File: src/rtl/muldiv_unit_if.sv
// Handshake and operand/result bundle between the EX stage and the multiply/divide unit.
interface muldiv_unit_if #(
    parameter int XLEN = 32
);
    logic                start;
    logic                flush;
    logic [1:0]          op;
    logic [XLEN-1:0]     Op1;
    logic [XLEN-1:0]     Op2;
    logic                busy;
    logic                done;
    logic                div_zero;
    logic                EXE_Zero;
    logic [2*XLEN-1:0]   Result;

    modport master (
        output start, flush, op, Op1, Op2,
        input  busy, done, div_zero, EXE_Zero, Result
    );

    modport slave (
        input  start, flush, op, Op1, Op2,
        output busy, done, div_zero, EXE_Zero, Result
    );
endinterface

File: src/rtl/muldiv_unit.sv
// Multi-cycle MULT/MULTU/DIV/DIVU: one bit per cycle on operand magnitudes,
// sign fix-up in a final cycle, result packed as {HI,LO} / {remainder,quotient}.
module muldiv_unit #(
    parameter int XLEN = 32
) (
    input  logic          clk,
    input  logic          rst_n,
    muldiv_unit_if.slave  bus
);
    localparam int CW = $clog2(XLEN);

    typedef enum logic [2:0] {
        S_IDLE,
        S_LOAD,
        S_CALC,
        S_FIX,
        S_DONE
    } state_t;

    state_t              state_q, state_d;
    logic                accept;
    logic [CW-1:0]       cnt_q;
    logic [1:0]          op_q;
    logic [XLEN-1:0]     mag1_q, mag2_q, raw1_q;
    logic                sign_pq_q, sign_r_q;
    logic [2*XLEN-1:0]   acc_q, acc_next;
    logic [2*XLEN-1:0]   result_q, fix_val;
    logic                div_zero_q, zero_q, fix_dz;

    logic                s1, s2;
    logic [XLEN:0]       mul_sum;
    logic [XLEN:0]       rem_sh;
    logic [XLEN+1:0]     trial;
    logic [XLEN-1:0]     rem_new, quo, rem;

    always_ff @(posedge clk or negedge rst_n) begin
        if (!rst_n) state_q <= S_IDLE;
        else        state_q <= state_d;
    end

    always_comb begin
        state_d = state_q;
        accept  = 1'b0;
        case (state_q)
            S_IDLE: if (bus.start) begin
                state_d = S_LOAD;
                accept  = 1'b1;
            end
            S_LOAD: state_d = S_CALC;
            S_CALC: if (cnt_q == '0) state_d = S_FIX;
            S_FIX:  state_d = S_DONE;
            S_DONE: if (bus.start) begin
                state_d = S_LOAD;
                accept  = 1'b1;
            end else begin
                state_d = S_IDLE;
            end
            default: state_d = S_IDLE;
        endcase
        if (bus.flush) begin
            state_d = S_IDLE;
            accept  = 1'b0;
        end
    end

    assign bus.busy     = (state_q == S_LOAD) || (state_q == S_CALC) || (state_q == S_FIX);
    assign bus.done     = (state_q == S_DONE);
    assign bus.div_zero = div_zero_q;
    assign bus.EXE_Zero = zero_q;
    assign bus.Result   = result_q;

    assign s1 = bus.op[0] & bus.Op1[XLEN-1];
    assign s2 = bus.op[0] & bus.Op2[XLEN-1];

    // Operands are captured on the accepting edge so later bus activity cannot disturb them.
    always_ff @(posedge clk or negedge rst_n) begin
        if (!rst_n) begin
            op_q      <= '0;
            mag1_q    <= '0;
            mag2_q    <= '0;
            raw1_q    <= '0;
            sign_pq_q <= 1'b0;
            sign_r_q  <= 1'b0;
        end else if (accept) begin
            op_q      <= bus.op;
            mag1_q    <= s1 ? -bus.Op1 : bus.Op1;
            mag2_q    <= s2 ? -bus.Op2 : bus.Op2;
            raw1_q    <= bus.Op1;
            sign_pq_q <= s1 ^ s2;
            sign_r_q  <= s1;
        end
    end

    // Remainder is shifted with one extra carry bit so a divisor near 2^XLEN never overflows it.
    always_comb begin
        mul_sum  = {1'b0, acc_q[2*XLEN-1:XLEN]} + (acc_q[0] ? {1'b0, mag1_q} : '0);
        rem_sh   = acc_q[2*XLEN-1:XLEN-1];
        trial    = {1'b0, rem_sh} - {2'b00, mag2_q};
        rem_new  = trial[XLEN+1] ? rem_sh[XLEN-1:0] : trial[XLEN-1:0];
        if (op_q[1]) acc_next = {rem_new, acc_q[XLEN-2:0], ~trial[XLEN+1]};
        else         acc_next = {mul_sum, acc_q[XLEN-1:1]};
    end

    always_ff @(posedge clk or negedge rst_n) begin
        if (!rst_n) begin
            acc_q <= '0;
            cnt_q <= '0;
        end else if (state_q == S_LOAD) begin
            acc_q <= {{XLEN{1'b0}}, (op_q[1] ? mag1_q : mag2_q)};
            cnt_q <= CW'(XLEN-1);
        end else if (state_q == S_CALC) begin
            acc_q <= acc_next;
            cnt_q <= cnt_q - 1'b1;
        end
    end

    always_comb begin
        quo    = acc_q[XLEN-1:0];
        rem    = acc_q[2*XLEN-1:XLEN];
        fix_dz = op_q[1] && (mag2_q == '0);
        if (!op_q[1])    fix_val = sign_pq_q ? -acc_q : acc_q;
        else if (fix_dz) fix_val = {raw1_q, {XLEN{1'b1}}};
        else             fix_val = {(sign_r_q ? -rem : rem), (sign_pq_q ? -quo : quo)};
    end

    always_ff @(posedge clk or negedge rst_n) begin
        if (!rst_n) begin
            result_q   <= '0;
            div_zero_q <= 1'b0;
            zero_q     <= 1'b0;
        end else if (state_q == S_FIX && !bus.flush) begin
            result_q   <= fix_val;
            div_zero_q <= fix_dz;
            zero_q     <= (fix_val == '0);
        end
    end
endmodule

File: src/flat_wrapper.sv
// flat-port wrapper written by rule: the top's interface ports become plain ports
module muldiv_unit_flat 
#(
    parameter int XLEN = 32
)
  (clk, rst_n, bus_start, bus_flush, bus_op, bus_Op1, bus_Op2, bus_busy, bus_done, bus_div_zero, bus_EXE_Zero, bus_Result);
  muldiv_unit_if #(.XLEN(XLEN)) bus_i ();
  input  logic clk;
  input  logic rst_n;
  input wire logic [$bits(bus_i.start)-1:0] bus_start;
  input wire logic [$bits(bus_i.flush)-1:0] bus_flush;
  input wire logic [$bits(bus_i.op)-1:0] bus_op;
  input wire logic [$bits(bus_i.Op1)-1:0] bus_Op1;
  input wire logic [$bits(bus_i.Op2)-1:0] bus_Op2;
  output wire logic [$bits(bus_i.busy)-1:0] bus_busy;
  output wire logic [$bits(bus_i.done)-1:0] bus_done;
  output wire logic [$bits(bus_i.div_zero)-1:0] bus_div_zero;
  output wire logic [$bits(bus_i.EXE_Zero)-1:0] bus_EXE_Zero;
  output wire logic [$bits(bus_i.Result)-1:0] bus_Result;
  assign bus_i.start = bus_start;
  assign bus_i.flush = bus_flush;
  assign bus_i.op = bus_op;
  assign bus_i.Op1 = bus_Op1;
  assign bus_i.Op2 = bus_Op2;
  assign bus_busy = bus_i.busy;
  assign bus_done = bus_i.done;
  assign bus_div_zero = bus_i.div_zero;
  assign bus_EXE_Zero = bus_i.EXE_Zero;
  assign bus_Result = bus_i.Result;
  muldiv_unit #(.XLEN(XLEN)) u_core (.clk(clk), .rst_n(rst_n), .bus(bus_i));
endmodule
File: config.mk
export PLATFORM = sky130hd
export DESIGN_NAME = muldiv_unit_flat
export DESIGN_NICKNAME = d
export VERILOG_FILES = /design/src/rtl/muldiv_unit_if.sv /design/src/rtl/muldiv_unit.sv /design/src/flat_wrapper.sv
export SDC_FILE = /design/constraint.sdc
export NUM_CORES = 1
export LEC_CHECK = 0
export CORE_MARGIN = 2
export CORE_UTILIZATION = 60
export DETAILED_ROUTE_END_ITERATION = 8
export GPL_TIMING_DRIVEN = 0
export MAX_ROUTING_LAYER = met4
export PLACE_DENSITY = 0.82
export SETUP_SLACK_MARGIN = 0.15
export SLEW_MARGIN = 10
export SYNTH_ARGS = -nofsm -noshare
export SYNTH_HDL_FRONTEND = slang
export SYNTH_SLANG_ARGS = --single-unit
File: constraint.sdc
create_clock -name clk -period 4.35 [get_ports clk]
set_input_delay 0.6525 -clock clk [delete_from_list [all_inputs] [get_ports clk]]
set_output_delay 0.6525 -clock clk [all_outputs]
set_load 0.1 [all_outputs]
==> results.yml, run 1 <==
clock_network:
  clock_latency_ns: 0.57
  clockRootBuffer: "clkbuf_16"
  clock-sinks: 236
  numCtsBuffers: 27
  cts_tree: "yes"
  clkTransAtPathRegs_ns: 0.06
  clock_path_buffers: 3
  htreeDepth: 1
final_layout:
  layout.nets: 2533
  finalNonFillerCells: 2803
  areaGrowthSynthToFinish_pct: 16.5
  finalCoreUtilization_pct: 70.8
  final_cell_mix: "nand2_1, dfrtp_1, o21ai_0"
  drive_gt1_share_pct: 5.06
  n_fill_cell: 2372
  final_common_cell: "nand2_1"
grt:
  globalRouteOverflowTotal: 0
  grt_pass1_wl_mm: 107
  grt.total_usage_pct: 46.2
  grt_pass1_vias: 18100
  grt_start_max_net_pins: 115
  antenna_found_initial: 1
floorplanning:
  die_x_um: 177
  die-area_mm2: 0.0313
  io_pins: 138
  rows: 63
  die_h_um: 177
  design.core.area_mm2: 0.0296
  start_util_pct: 60.8
sta:
  setup_viol: 0
  slew_headroom_pct: 21.3
  skew_ns: 0.0191
  hold_viol: 0
  hold_slack_ns: 0.479
  tightestPinTransition_ns: 1.16
  fin_crit_sh_pct: 96.5
  rsz0062_at_grt: "false"
  drv_slew: 0
  maxClockFrequency_mhz: 238
  min_period_ns: 4.20
  fin_tns_setup_ns: 0
pwr:
  p_leak_nw: 8.94
  max-vdd-ir-drop_mv: 0.463
  p_per_area_mw_per_mm2: 801
yosys:
  syn-cell-area_mm2: 0.0180
  ys_ff_latch: 236
  synth_edf_count: 0
  synth_ff_type: "dfrtp_1"
  avgSynthCellArea_um2: 8.10
  postSynth.asyncResetShare_pct: 100
  ys_warn_count: 0
  synth_fp_nets: 2361
  yosysUniqueCellTypes: 93
  synth-seq-area-share_pct: 32.9
  syn_inst: 2219
detailed_routing:
  drt_first_pass_iters: 8
  num_vias: 19100
  ant_nets: 0
  wirelength_mm: 70.8
  drtIter0Drc: 2303
  post_drt_via_cell_ratio: 6.80
  wire_per_inst_um: 25.2
  drc: 0
worst_hold_path:
  hold_class: "in -> async"
setup_path:
  cp_max_fo: 10
  crit_slowest_cell: "nor2_1"
  cpPeakStageDelay_ns: 0.89
  startpoint_type: "flop"
  timing.critical_path.mode_cell: "o21ai_0"
  crit_chain: "buf_2 > clkinv_1 > nor2_1 > o31ai_1 > o21ai_0 > a31oi_1 > o21ai_0 > nand4_1 > or4_1 > o31ai_2"
  cp-startpoint: "u_core.op_q[1]"
  path_class: "reg -> reg"
  required_ns: 4.83
  r2r_start: "u_core.op_q[1]"
  crit_path_end_kind: "flop"
  critPathArrivalTime_ns: 4.67
run_status:
  status: "complete, no violations"
placed_design:
  routabilityCongestion: 1.09
  place.detailed.hpwl_mm: 54.9
  io_buffers: 137
  place_inst: 2748
flow_run:
  maxCapViolCount: 0
## worst max-delay path: cells and delay by family (launching register included)
| kind | cells | cell delay (ns) |
|---|---|---|
| simple gates | 3 | 1.78 |
| buf+inv | 2 | 0.81 |
| flops | 1 | 0.34 |
| compound gates | 5 | 1.17 |
## power breakdown
part / switching [mW] / internal (mW)
Combinational: 7.02 / 3.38
Sequential: 0.999 / 2.88
Clock: 1.01 / 1.46
## flip-flops by register name, indices dropped and copies added (netlist names)
name and cells:
u_core.bus.Result 64, u_core.acc_q 64, u_core.state_q 3, u_core.cnt_q 5, u_core.raw1_q 32, u_core.sign_pq_q 1, u_core.mag1_q 31, u_core.sign_r_q 1
u_core.op_q 1, u_core.bus.EXE_Zero 1, u_core.mag2_q 32, u_core.bus.div_zero 1
## Yosys cell counts (18+ instances only)
cell type	instances	share of area [%]
a211oi_1	21	0.88
a21o_1	21	0.88
a21oi_1	136	3.8
a31oi_1	32	1.1
and2_1	44	1.5
clkbuf_1	120	2.5
dfrtp_1	236	33
ha_1	70	4.9
inv_1	69	1.4
mux2i_1	86	4.8
nand2_1	362	7.6
nand2b_1	18	0.63
nand3_1	44	1.2
nand4_1	26	0.91
nor2_1	119	2.5
nor3_1	43	1.2
nor4_1	23	0.80
o211ai_1	21	0.88
o21ai_0	221	6.2
o221ai_1	40	2.0
o31ai_1	41	1.7
or3_1	27	0.94
xnor2_1	75	3.7
xor2_1	80	3.9
## logic make-up (layout without fill, tap and decap cells)
kind of cell	after synthesis	count (layout)	synth area share, %
adders and majority gates	72	72	5.10
and+or+nand+nor	800	800	21.9
AOI/OAI and AO/OA	647	647	22.7
xor gates and xnor gates	155	155	7.56
DFF	236	236	32.9
buffers and inverters	221	414	4.92
muxes	88	88	4.92
other	0	1	0
## metal layers
layer | GRT usage (%) | up-vias | part of all wire, %
met5 | - | - | 0
met4 | 28.0 | 0 | 7.4
met3 | 7.75 | 321 | 12
met2 | 69.8 | 1380 | 44
met1 | 58.1 | 9006 | 37
li1 | - | 8344 | -
## area by class of cell
| cell class | count | area, µm² | share of cell area [%] |
|---|---|---|---|
| clock buffer | 37 | 753 | 3.60 |
| inverter | 71 | 267 | 1.27 |
| tap | 390 | 488 | 2.33 |
| sequential | 236 | 5910 | 28.2 |
| buffer | 150 | 622 | 2.97 |
| antenna | 1 | 2.50 | 0.0120 |
| multi-input combinational | 1762 | 11200 | 53.7 |
| clock inverter | 13 | 195 | 0.933 |
| timing repair buffer | 143 | 1460 | 7.00 |
## per-stage QoR
step / cell area (µm²) / worst slack (ns) / total power [mW]
after global routing: 20900 / 0.154 / 17.6
after floorplan: 18000 / 0.834 / 10.9
after global placement: 19800 / -7.16 / 13.7
after CTS: 20900 / 0.146 / 16.3
after detailed placement: 19900 / -0.222 / 13.9
final: 20900 / 0.153 / 16.8
## what timing repair did
| action | in CTS | in global routing |
|---|---|---|
| setup endpoints to repair | 11 | 29 |
| pin swaps | 0 | 3 |
| hold buffers | 1 | 0 |
| setup buffers | 0 | 3 |
| endpoints found under the hold margin | 10 | 0 |
| gates resized for setup | 5 | 18 |
## final timing paths
check,slack (ns),end,cells after the start
max in group asynchronous,2.99,u_core.acc_q[31],3
max,0.15,u_core.bus.EXE_Zero,10
max reg2reg,0.15,u_core.bus.EXE_Zero,10
min reg2reg,0.48,u_core.raw1_q[4],2
min in group clk,0.48,u_core.raw1_q[4],2
min,0.48,u_core.bus.Result[15],2
(Power assumes the default switching activity.)
==> run 2, diff against run 1 <==
Settings changed: PLACE_DENSITY 0.82 to not set, PLACE_DENSITY_LB_ADDON set to 0.1.
==> run 2 against run 1 <==
Via count about the same. Cell count about the same. Sequential share of layout area about the same. Die area unchanged. Count of clock-buffer cells in the layout decreased by 1. Global-route usage decreased by 0.44 points. Clock power increased by 5%. Highest routed layer unchanged. Clock skew decreased by 0.0031 ns. Utilization increased by 0.11 points. Non-clock buffer count decreased by 3. First-iteration DRC count decreased by 1.8%.
==> results.yml, run 2 (synthesized netlist as in run 1, its figures left out) <==
setup_path:
  crit_chain: "clkbuf_2 > clkbuf_2 > and2_1 > ha_1 > inv_1 > fa_1 > nor2b_1 > o31ai_2 > a21oi_1 > o41ai_2 > a21oi_2 > a31oi_2 > o21ai_1 > a31oi_1 > o21ai_0 > a32o_1"
  cp_max_fo: 10
  path_buf_inv: 3
  timing.critical_path.mode_cell: "clkbuf_2"
  crit_slowest_cell: "dfrtp_1"
  path_class: "reg -> reg"
  startpoint_type: "flop"
  crit_path_end_kind: "flop"
  critPathTopFamily: "compound AO/OA/AOI/OAI gates"
  cpPeakStageDelay_ns: 0.42
  critPathArrivalTime_ns: 4.54
  required_ns: 4.80
worst_hold_path:
  hold_class: "in -> async"
floorplanning:
  design.core.area_mm2: 0.0296
  die_h_um: 177
  start_util_pct: 60.8
  die-area_mm2: 0.0313
  io_pins: 138
  die_x_um: 177
  rows: 63
final_layout:
  finalNonFillerCells: 2801
  n_fill_cell: 2390
  layout.nets: 2531
  final_common_cell: "nand2_1"
  multiInputGateArea_mm2: 0.0112
  final-seq-area_mm2: 0.00591
  final_cell_mix: "nand2_1, dfrtp_1, o21ai_0"
  drive_gt1_share_pct: 5.10
  finalCoreUtilization_pct: 70.9
  areaGrowthSynthToFinish_pct: 16.6
  diodes: 0
sta:
  maxClockFrequency_mhz: 245
  fin_ws_ns: 0.265
  hold_viol: 0
  slew_headroom_pct: 22.1
  tightestPinTransition_ns: 1.15
  setup_viol: 0
  drv_slew: 0
  min_period_ns: 4.09
  skew_ns: 0.0160
  fin_crit_sh_pct: 93.9
  rsz0062_at_grt: "true"
detailed_routing:
  drt_first_pass_iters: 6
  wire_per_inst_um: 25.0
  num_vias: 19000
  ant_nets: 0
  post_drt_via_cell_ratio: 6.80
  drtIter0Drc: 2261
  drc: 0
  wirelength_mm: 70.0
grt:
  grt_start_max_net_pins: 106
  grtUsageMet2_pct: 69.9
  grtUsageMet3_pct: 6.81
  busiest_layer: "met2"
  grt_util_met1_pct: 56.7
  grt.total_usage_pct: 45.8
  antenna_found_initial: 0
  grt_pass1_vias: 18100
  grt_pass1_wl_mm: 106
  globalRouteOverflowTotal: 0
placed_design:
  place_ws_ns: -0.363
  routabilityCongestion: 1.06
  place_inst: 2748
  place.detailed.hpwl_mm: 53.4
  io_buffers: 137
clock_network:
  htreeDepth: 1
  clock_latency_ns: 0.57
  clock-sinks: 236
  numCtsBuffers: 28
  clock_path_buffers: 3
  cts_tree: "yes"
  clockRootBuffer: "clkbuf_16"
  clkTransAtPathRegs_ns: 0.06
  hold_buffers: 0
pwr:
  power_mw: 16.9
  p_leak_nw: 8.95
  p_per_area_mw_per_mm2: 807
  max-vdd-ir-drop_mv: 0.498
flow_run:
  maxCapViolCount: 0
run_status:
  status: "complete, no violations"
[run 2: changes by cell type in the layout (fill, tap and decap cells not counted), moves of 2 or more]
cell | previous run | this run
clkbuf_16 | 27 | 29
buf_4 | 3 | 1
inv_6 | 0 | 3
a21oi_1 | 132 | 134
clkbuf_8 | 4 | 2
[run 2: timing repair]
item / 4_1_cts / 5_1_grt
setup endpoints to repair: 9 / 27
buffers inserted: 0 / 1
resized for setup: 5 / 15
pin swaps: 0 / 1
[run 2: final timing paths]
path / from / endpoint / slack, ns / cells past startpoint
min in group clk: u_core.bus.Result[56] / u_core.bus.Result[56] / 0.48 / 2
worst max-delay path: u_core.acc_q[0] / u_core.acc_q[63] / 0.26 / 16
max in group asynchronous: rst_n / u_core.acc_q[51] / 3.40 / 2
worst min-delay path: rst_n / u_core.bus.Result[11] / 0.007 / 1
worst max register to register: u_core.acc_q[0] / u_core.acc_q[63] / 0.26 / 16
worst min register to register: u_core.bus.Result[56] / u_core.bus.Result[56] / 0.48 / 2
[run 2: final cells by class]
| class | count | share of cell area (%) |
|---|---|---|
| clock buffer | 36 | 3.68 |
| clock inverter | 16 | 1.12 |
| buffer | 150 | 2.97 |
| multi-input combinational | 1762 | 53.6 |
| sequential | 236 | 28.2 |
| timing repair buffer | 140 | 6.87 |
| inverter | 71 | 1.27 |
| tap | 390 | 2.33 |
[run 2: stage by stage]
| stage | instance area, µm² | hold slack, ns | setup TNS [ns] |
|---|---|---|---|
| 2_1_floorplan | 18000 | 0.357 | 0 |
| 4_1_cts | 20900 | 0.0360 | 0 |
| 3_5_place_dp | 19900 | 0.458 | -1.13 |
| 3_3_place_gp | 19800 | 0.458 | -1632.44 |
| 5_1_grt | 21000 | 0.0526 | 0 |
| 6_report | 21000 | 0.00731 | 0 |
[run 2: routing by layer]
layer  part of all wire (%)  wire (µm)
met5                      0          0
met4                    8.2       5710
met3                     10       7140
met2                     44      30600
met1                     38      26500
[run 2: power by group]
| part | internal, mW | leakage (nW) | switching [mW] |
|---|---|---|---|
| registers | 2.88 | 3.00 | 1.05 |
| clock network | 1.56 | 0.488 | 1.04 |
| logic | 3.38 | 5.46 | 6.99 |
